==> config.mk <==
export PLATFORM = sky130hd
export DESIGN_NAME = loop_nest_seq
export DESIGN_NICKNAME = d
export VERILOG_FILES = /design/src/rtl/loop_nest_seq.sv
export SDC_FILE = /design/constraint.sdc
export NUM_CORES = 1
export LEC_CHECK = 0
export BUFFER_PORTS_ARGS = -buffer_cell sky130_fd_sc_hd__buf_2
export CAP_MARGIN = 20
export CORE_MARGIN = 4
export CORE_UTILIZATION = 30
export CTS_CLUSTER_DIAMETER = 100
export CTS_CLUSTER_SIZE = 28
export DETAILED_ROUTE_END_ITERATION = 10
export GPL_ROUTABILITY_DRIVEN = 0
export MAX_ROUTING_LAYER = met4
export SLEW_MARGIN = 40
export SYNTH_ARGS = -nofsm -noshare
export SYNTH_HDL_FRONTEND = slang
export SYNTH_SLANG_ARGS = --single-unit
==> constraint.sdc <==
create_clock -name CLK -period 2.3 [get_ports CLK]
set_clock_uncertainty 0.15 [all_clocks]
set_input_delay 0.575 -clock CLK [delete_from_list [all_inputs] [get_ports CLK]]
set_output_delay 0.575 -clock CLK [all_outputs]
set_load 0.03 [all_outputs]
==> src/rtl/loop_nest_seq.sv <==
// loop_nest_seq: three-deep loop-nest index generator.
// IDX_X is the innermost loop and IDX_Z the outermost. One tuple is offered
// per RUN cycle under a valid/ready handshake. A pass ends with a one-cycle
// DONE pulse in FIN, after which the block returns to IDLE.
module loop_nest_seq #(
    parameter int IDX_W = 4
) (
    input  logic                 CLK,
    input  logic                 RESET_N,
    input  logic                 START,
    input  logic                 ABORT,
    input  logic [IDX_W-1:0]     CFG_MAX_X,
    input  logic [IDX_W-1:0]     CFG_MAX_Y,
    input  logic [IDX_W-1:0]     CFG_MAX_Z,
    input  logic                 OUT_READY,
    output logic                 OUT_VALID,
    output logic [IDX_W-1:0]     IDX_X,
    output logic [IDX_W-1:0]     IDX_Y,
    output logic [IDX_W-1:0]     IDX_Z,
    output logic                 LAST,
    output logic                 BUSY,
    output logic                 DONE,
    output logic [3*IDX_W:0]     XFER_CNT
);

    // The largest pass is (2^IDX_W)^3 = 2^(3*IDX_W) tuples. That count needs
    // one bit more than 3*IDX_W, so the count can never wrap.
    localparam int CNT_W = 3*IDX_W + 1;

    typedef enum logic [1:0] {
        ST_IDLE = 2'd0,
        ST_RUN  = 2'd1,
        ST_FIN  = 2'd2
    } state_t;

    state_t             state_q, state_d;
    logic [IDX_W-1:0]   idx_x_q, idx_x_d;
    logic [IDX_W-1:0]   idx_y_q, idx_y_d;
    logic [IDX_W-1:0]   idx_z_q, idx_z_d;
    logic [IDX_W-1:0]   max_x_q, max_x_d;
    logic [IDX_W-1:0]   max_y_q, max_y_d;
    logic [IDX_W-1:0]   max_z_q, max_z_d;
    logic [CNT_W-1:0]   cnt_q, cnt_d;
    logic               run_s;
    logic               last_s;
    logic               xfer_s;

    localparam logic [IDX_W-1:0] IDX_ONE = {{(IDX_W-1){1'b0}}, 1'b1};
    localparam logic [CNT_W-1:0] CNT_ONE = {{(CNT_W-1){1'b0}}, 1'b1};

    // Decode the handshake and the final-tuple condition from the current state.
    always_comb begin
        run_s  = (state_q == ST_RUN);
        xfer_s = run_s && OUT_READY;
        last_s = run_s && (idx_x_q == max_x_q) && (idx_y_q == max_y_q)
                       && (idx_z_q == max_z_q);
    end

    // Compute the next state, indices, latched bounds and transfer count.
    always_comb begin
        state_d = state_q;
        idx_x_d = idx_x_q;
        idx_y_d = idx_y_q;
        idx_z_d = idx_z_q;
        max_x_d = max_x_q;
        max_y_d = max_y_q;
        max_z_d = max_z_q;
        cnt_d   = cnt_q;
        case (state_q)
            ST_IDLE: begin
                if (START) begin
                    state_d = ST_RUN;
                    max_x_d = CFG_MAX_X;
                    max_y_d = CFG_MAX_Y;
                    max_z_d = CFG_MAX_Z;
                    idx_x_d = {IDX_W{1'b0}};
                    idx_y_d = {IDX_W{1'b0}};
                    idx_z_d = {IDX_W{1'b0}};
                    cnt_d   = {CNT_W{1'b0}};
                end else begin
                    state_d = ST_IDLE;
                end
            end
            ST_RUN: begin
                if (xfer_s) begin
                    cnt_d = cnt_q + CNT_ONE;
                    if (last_s) begin
                        // The indices stay at their maxima after the final tuple.
                        state_d = ST_FIN;
                    end else if (idx_x_q != max_x_q) begin
                        idx_x_d = idx_x_q + IDX_ONE;
                    end else if (idx_y_q != max_y_q) begin
                        idx_x_d = {IDX_W{1'b0}};
                        idx_y_d = idx_y_q + IDX_ONE;
                    end else begin
                        idx_x_d = {IDX_W{1'b0}};
                        idx_y_d = {IDX_W{1'b0}};
                        idx_z_d = idx_z_q + IDX_ONE;
                    end
                end else begin
                    state_d = ST_RUN;
                end
            end
            ST_FIN: begin
                state_d = ST_IDLE;
            end
            default: begin
                state_d = ST_IDLE;
            end
        endcase
        // ABORT overrides START and any transfer. The count is left alone.
        if (ABORT) begin
            state_d = ST_IDLE;
            idx_x_d = {IDX_W{1'b0}};
            idx_y_d = {IDX_W{1'b0}};
            idx_z_d = {IDX_W{1'b0}};
            cnt_d   = cnt_q;
        end else begin
            cnt_d   = cnt_d;
        end
    end

    // State registers, all cleared asynchronously by RESET_N.
    always_ff @(posedge CLK or negedge RESET_N) begin
        if (!RESET_N) begin
            state_q <= ST_IDLE;
            idx_x_q <= {IDX_W{1'b0}};
            idx_y_q <= {IDX_W{1'b0}};
            idx_z_q <= {IDX_W{1'b0}};
            max_x_q <= {IDX_W{1'b0}};
            max_y_q <= {IDX_W{1'b0}};
            max_z_q <= {IDX_W{1'b0}};
            cnt_q   <= {CNT_W{1'b0}};
        end else begin
            state_q <= state_d;
            idx_x_q <= idx_x_d;
            idx_y_q <= idx_y_d;
            idx_z_q <= idx_z_d;
            max_x_q <= max_x_d;
            max_y_q <= max_y_d;
            max_z_q <= max_z_d;
            cnt_q   <= cnt_d;
        end
    end

    assign OUT_VALID = run_s;
    assign LAST      = last_s;
    assign BUSY      = (state_q == ST_RUN) || (state_q == ST_FIN);
    assign DONE      = (state_q == ST_FIN);
    assign IDX_X     = idx_x_q;
    assign IDX_Y     = idx_y_q;
    assign IDX_Z     = idx_z_q;
    assign XFER_CNT  = cnt_q;

endmodule

==> results of run 1 <==
## metal layers
layer / up-vias / track usage
li1: 869 / -
met1: 848 / 0.171
met4: 0 / 0.0408
met2: 48 / 0.214
met3: 6 / 0.0336
met5: - / -
## area by class of cell
cell class	instances	area, µm²	area share
flip-flops and latches	39	976	0.356
multi-input cells	149	1130	0.412
clock buffers	8	100	0.0365
inverters	10	37.5	0.0137
well taps	96	120	0.0438
repair buffers	65	382	0.139
## critical path: stages (launching register included)
cell and delay (ns):
dfrtp_1 0.39, xor2_1 0.20, nor4_4 0.35, and4_4 0.28, buf_6 0.13
## layout by cell type (no fill, tap or decap), types with 2 or more instances in the layout
cell	synthesis	layout
xor2_1	17	17
o21ai_0	7	7
buf_2	1	44
a22o_1	3	3
mux2i_1	2	2
buf_4	0	20
nand3_1	12	12
and3_1	2	2
ha_1	7	6
inv_1	10	10
nor2_1	15	14
a21o_1	2	2
nor4_4	0	2
nor2b_1	4	4
o31ai_1	2	2
dfrtp_1	39	39
nor3_1	6	5
xnor2_1	6	6
a21oi_1	7	7
mux2_2	12	12
nand2_1	10	9
and4_1	3	2
or4_1	2	2
clkbuf_8	0	7
nand4_1	7	7
## logic make-up (layout without fill, tap and decap cells)
kind of cell             count (synthesis)  after routing
AO/OA/AOI/OAI                           34             34
XOR/XNOR                                23             23
multiplexers                            14             14
adder cells (fa/ha/maj)                  7              7
buffers and inverters                   17             83
flip-flops                              39             39
AND/OR/NAND/NOR                         71             71
## repair_timing
action,4_1_cts,5_1_grt
resized for setup,6,3
buffers inserted,1,0
setup endpoints to repair,1,10
pin swaps,2,2
## registers in the layout (all words and copies together) (netlist names)
register,cells
IDX_X,4
max_x_q,4
max_z_q,4
IDX_Z,4
IDX_Y,4
state_q,2
XFER_CNT,13
max_y_q,4
## per-stage QoR
step / utilization / worst slack (ns) / instances
after global routing: 0.402 / -0.156 / 367
after global placement: 0.379 / 0.0551 / 358
final: 0.402 / -0.0788 / 367
after detailed placement: 0.379 / 0.0814 / 358
after floorplan: - / 0.0633 / 205
after CTS: 0.399 / -0.0923 / 367
## power by group through the flow
| stage | Clock [mW] | Sequential (mW) | Combinational (mW) |
|---|---|---|---|
| floorplan | 0 | 0.818 | 0.183 |
| global placement | 0 | 0.790 | 0.332 |
| detailed placement | 0 | 0.791 | 0.338 |
| CTS | 0.550 | 0.778 | 0.345 |
| global route | 0.582 | 0.786 | 0.384 |
| finish | 0.524 | 0.778 | 0.344 |
## how the worst max path moves through the flow
stage	start	end	slack [ns]	depth (start not counted)
4_1_cts	max_y_q[0]	LAST	-0.09	4
5_1_grt	state_q[1]	LAST	-0.16	6
6_report	max_y_q[3]	LAST	-0.08	4
3_3_place_gp	IDX_Z[3]	LAST	0.06	4
3_5_place_dp	state_q[1]	XFER_CNT[12]	0.08	8
2_1_floorplan	IDX_Y[3]	LAST	0.06	3
==> results.json, run 1 <==
{
  "fin_ws_ns": -0.0788,
  "critPathMaxFanout": 3,
  "worst_slew_pin_slew_ns": 0.508,
  "nNetsFinal": 294,
  "required_ns": 1.57,
  "synth_fa_ha_area_frac": 0.0413,
  "yosys_warnings": 0,
  "track_usage": 0.135,
  "synth_top_area_frac": 0.460,
  "synth_top_family_by_area": "simple AND/OR/NAND/NOR gates",
  "status": "finished, violations left",
  "cts_buffers": 5,
  "root_buffer": "clkbuf_8",
  "rsz0062_at_grt": "yes",
  "seqPwrFrac": 0.472,
  "synth_compound_area_frac": 0.112,
  "power_frac_clock": 0.318,
  "yosysMostFrequentCell": "dfrtp_1",
  "fin_tns_setup_ns": -0.0788,
  "io_buffer_count": 45,
  "post_dp_cell_area_um2": 2590,
  "regToRegEndpoint": "IDX_Z[2]",
  "drv_slew": 0,
  "synth-simple-area-share": 0.187,
  "die_y_um": 92.1,
  "p_leak_nw": 1.34,
  "power.switching_mw": 0.491,
  "cts_tree": "yes",
  "die-area_um2": 8470,
  "async_flop_share": 1.00,
  "final_layout_size_suffix_gt1_frac": 0.347,
  "coreArea_um2": 6830,
  "synth.area.mux_share": 0.0732,
  "hold_viol_final": 0,
  "ir_drop_v": 0.000322,
  "swShare": 0.298,
  "dp_hpwl_mm": 3.93,
  "worstSetupStartpointType": "register",
  "routed.top_layer": "met4",
  "yosys.area_share.xor_xnor": 0.0950,
  "fin_crit_sh": 1.03,
  "grt_pass1_vias": 1822,
  "rows": 30,
  "synth_edf_count": 0,
  "reg2reg_slack_ns": 0.07,
  "arrival_ns": 1.65,
  "grt_max_degree": 22,
  "drc": 0,
  "fillers": 718,
  "violations": "negative setup slack",
  "hold_class": "input pin to async pin",
  "p_comb_frac": 0.209,
  "synth.ff_latch_count": 39,
  "wl_met3_um": 277,
  "end_kind": "output port",
  "first_pass_iters": 4,
  "antenna_found_initial": 0,
  "vias": 1771,
  "ioPinCount": 46,
  "yosysSeqAreaShare": 0.460,
  "cts_buffer_depth": 2,
  "start_util": 0.310,
  "setup_viol_count_final": 1,
  "area_growth_pct": 29.5,
  "synth.top_cells.by_area": "dfrtp_1 46%, xor2_1 7.0%, mux2_2 6.4%",
  "total_power_mw": 1.65,
  "grt_pass1_wl_mm": 8.98,
  "synth_area_leader_cell": "dfrtp_1",
  "dieWidth_um": 92.1,
  "max_freq_ghz": 0.420,
  "wl_mm": 5.16,
  "crit_type": "register to output port",
  "synth_flop_cell": "dfrtp_1",
  "netlist_area_um2": 2120,
  "internal-power_mw": 1.16,
  "maxCapViolCount": 0,
  "r2r-start": "max_y_q[3]",
  "clock-sinks": 39,
  "wl_met2_mm": 2.43,
  "grt_overflow": 0,
  "p_per_area_nw_per_um2": 600,
  "wl_met1_mm": 2.41,
  "cts_hold_buffers": 0,
  "synth_commonest_cells": "39 x dfrtp_1, 17 x xor2_1, 15 x nor2_1, 12 x mux2_2, 12 x nand3_1",
  "fin_hold_ws_ns": 0.0894,
  "syn_inst": 205,
  "max-slew-margin-rel": 0.661,
  "via_per_inst": 4.83,
  "post-route-cell-area_um2": 2750,
  "wl_per_cell_um": 14.1,
  "antenna_cells": 0,
  "synth.avg_cell_area_um2": 10.3,
  "synth_nets": 229,
  "clk_pin_slew_worst_paths_ns": 0.08,
  "clk_latency_ns": 0.30,
  "ff2ff_path_depth": 6,
  "drtAntennaViolNets": 0,
  "drt_iter0_markers": 58,
  "ctsHtreeMaxLevel": 2,
  "ys_types": 46,
  "fin_crit_ns": 2.38
}
No activity file was read; power rests on OpenSTA's default activity.
==> inputs of run 2 (changes only) <==
--- a/config.mk
+++ b/config.mk
@@ -8,13 +8,12 @@
 export BUFFER_PORTS_ARGS = -buffer_cell sky130_fd_sc_hd__buf_2
 export CAP_MARGIN = 20
 export CORE_MARGIN = 4
-export CORE_UTILIZATION = 30
+export CORE_UTILIZATION = 36
 export CTS_CLUSTER_DIAMETER = 100
 export CTS_CLUSTER_SIZE = 28
 export DETAILED_ROUTE_END_ITERATION = 10
 export GPL_ROUTABILITY_DRIVEN = 0
 export MAX_ROUTING_LAYER = met4
-export SLEW_MARGIN = 40
 export SYNTH_ARGS = -nofsm -noshare
 export SYNTH_HDL_FRONTEND = slang
 export SYNTH_SLANG_ARGS = --single-unit
==> results.json, run 2 (synthesized netlist as in run 1, its figures left out) <==
{
  "status": "finished, violations left",
  "violations": "negative setup slack",
  "root_buffer": "clkbuf_8",
  "grt_pass1_wl_mm": 8.42,
  "utilization": 0.498,
  "rsz0062_at_grt": "yes",
  "rows": 27,
  "clock-sinks": 39,
  "ioPinCount": 46,
  "reg2reg_slack_ns": 0.03,
  "ctsHtreeMaxLevel": 2,
  "drc": 0,
  "ff2ff_path_depth": 7,
  "drv_slew": 0,
  "track_usage": 0.148,
  "fin_tns_setup_ns": -0.0269,
  "hold_viol_final": 0,
  "largest_register_ffs": 13,
  "crit_path_start": "max_y_q[2]",
  "final_common_cell": "buf_2",
  "cts_tree": "yes",
  "crit_end": "LAST",
  "coreArea_um2": 5610,
  "hold_class": "input pin to async pin",
  "grt_util_met2": 0.237,
  "grt_overflow": 0,
  "maxCapViolCount": 0,
  "placed_cells": 334,
  "worstSetupStartpointType": "register",
  "cts_hold_buffers": 0,
  "regToRegEndpoint": "IDX_Z[2]",
  "grt_max_degree": 21,
  "clk_pin_slew_worst_paths_ns": 0.08,
  "layout_common_cells": "44 x buf_2, 38 x dfrtp_1, 24 x buf_4, 14 x xor2_1, 14 x nor2_1",
  "top_usage_layer": "met2",
  "arrival_ns": 1.60,
  "fin_cells": 347,
  "slowest_stage": "dfrtp_1",
  "fin_ws_ns": -0.0269,
  "critPathMaxFanout": 2,
  "fin_crit_ns": 2.33,
  "grt_pass1_vias": 1797,
  "wl_mm": 5.00,
  "die_y_um": 84.7,
  "antenna_cells": 0,
  "final_layout_size_suffix_gt1_frac": 0.385,
  "max_freq_ghz": 0.430,
  "p_leak_nw": 1.38,
  "io_buffer_count": 45,
  "grt_use_met1": 0.188,
  "setup_viol_count_final": 1,
  "antenna_found_initial": 0,
  "start_util": 0.378,
  "max-slew-margin-rel": 0.681,
  "critPathMaxStageDelay_ns": 0.42,
  "die-area_um2": 7180,
  "fin_crit_sh": 1.01,
  "drtAntennaViolNets": 0,
  "end_kind": "output port",
  "cts_buffer_depth": 2,
  "via_per_inst": 5.09,
  "nNetsFinal": 298,
  "p_per_area_nw_per_um2": 623,
  "grtUsageMet3": 0.0314,
  "worst_slew_pin_slew_ns": 0.478,
  "total_power_mw": 1.74,
  "vias": 1766,
  "wl_per_cell_um": 14.4,
  "first_pass_iters": 4,
  "required_ns": 1.57,
  "drt_iter0_markers": 78,
  "crit_chain": "xor2_2 > nor4_4 > and4_4 > buf_6",
  "cts_buffers": 5,
  "clk_latency_ns": 0.29,
  "dp_hpwl_mm": 3.74,
  "r2r-start": "max_y_q[3]",
  "area_growth_pct": 31.6,
  "ir_drop_v": 0.000347,
  "crit_type": "register to output port",
  "dieWidth_um": 84.7
}
==> run 2: cell count changes in the layout (fill, tap and decap cells not counted), sizes merged <==
| cell | before | now |
|---|---|---|
| buf | 65 | 69 |
| clkbuf | 8 | 6 |
| bufinv | 0 | 1 |
| clkinv | 0 | 1 |
==> run 2: worst max-delay path: cells and delay by family (launching register included) <==
family / cells / cell delay (ns)
xor+xnor: 1 / 0.20
simple gates: 2 / 0.56
flops: 1 / 0.42
buf+inv: 1 / 0.13
==> run 2: layout make-up <==
type	instances	area (µm²)
Clock inverter	2	35.0
Sequential cell	39	977
Inverter	10	37.5
Tap cell	72	90.1
Fill cell	547	2820
Timing Repair Buffer	69	412
Clock buffer	6	82.6
Multi-Input combinational cell	149	1160
==> run 2: layer usage <==
metal | part of all wire | vias to the layer above
met2 | 0.48 | 44
li1 | - | 873
met4 | 0.018 | 0
met1 | 0.45 | 842
met5 | 0 | -
met3 | 0.052 | 7
==> run 2: repair_timing <==
| action | 4_1_cts | 5_1_grt |
|---|---|---|
| buffers inserted | 4 | 1 |
| endpoints found under the setup margin | 1 | 9 |
| gates cloned | 0 | 0 |
| pin swaps | 4 | 3 |
| resized for setup | 9 | 7 |
| hold endpoints to repair | 0 | 0 |
==> run 2: worst min path at each step <==
stage / from / endpoint / slack (ns) / cells after the start
3_5_place_dp: max_y_q[3] / max_y_q[3] / 0.37 / 1
6_report: RESET_N / state_q[1] / 0.08 / 1
5_1_grt: RESET_N / state_q[0] / 0.12 / 1
3_3_place_gp: max_z_q[2] / max_z_q[2] / 0.36 / 1
4_1_cts: RESET_N / state_q[1] / 0.09 / 1
2_1_floorplan: RESET_N / IDX_X[0] / 0.13 / 0
==> run 2: report_power, final <==
part	internal (mW)	switching [mW]	total, mW
Combinational	0.151	0.189	0.340
Sequential	0.737	0.0560	0.793
Clock	0.351	0.252	0.604
==> run 2: per-stage QoR <==
step | area [µm²] | hold WS, ns | setup slack, ns
detailed placement | 2560 | 0.366 | 0.0944
CTS | 2740 | 0.0931 | -0.0358
global route | 2790 | 0.118 | -0.0993
global placement | 2560 | 0.358 | 0.0951
finish | 2790 | 0.0838 | -0.0269
floorplan | 2130 | 0.129 | 0.0633
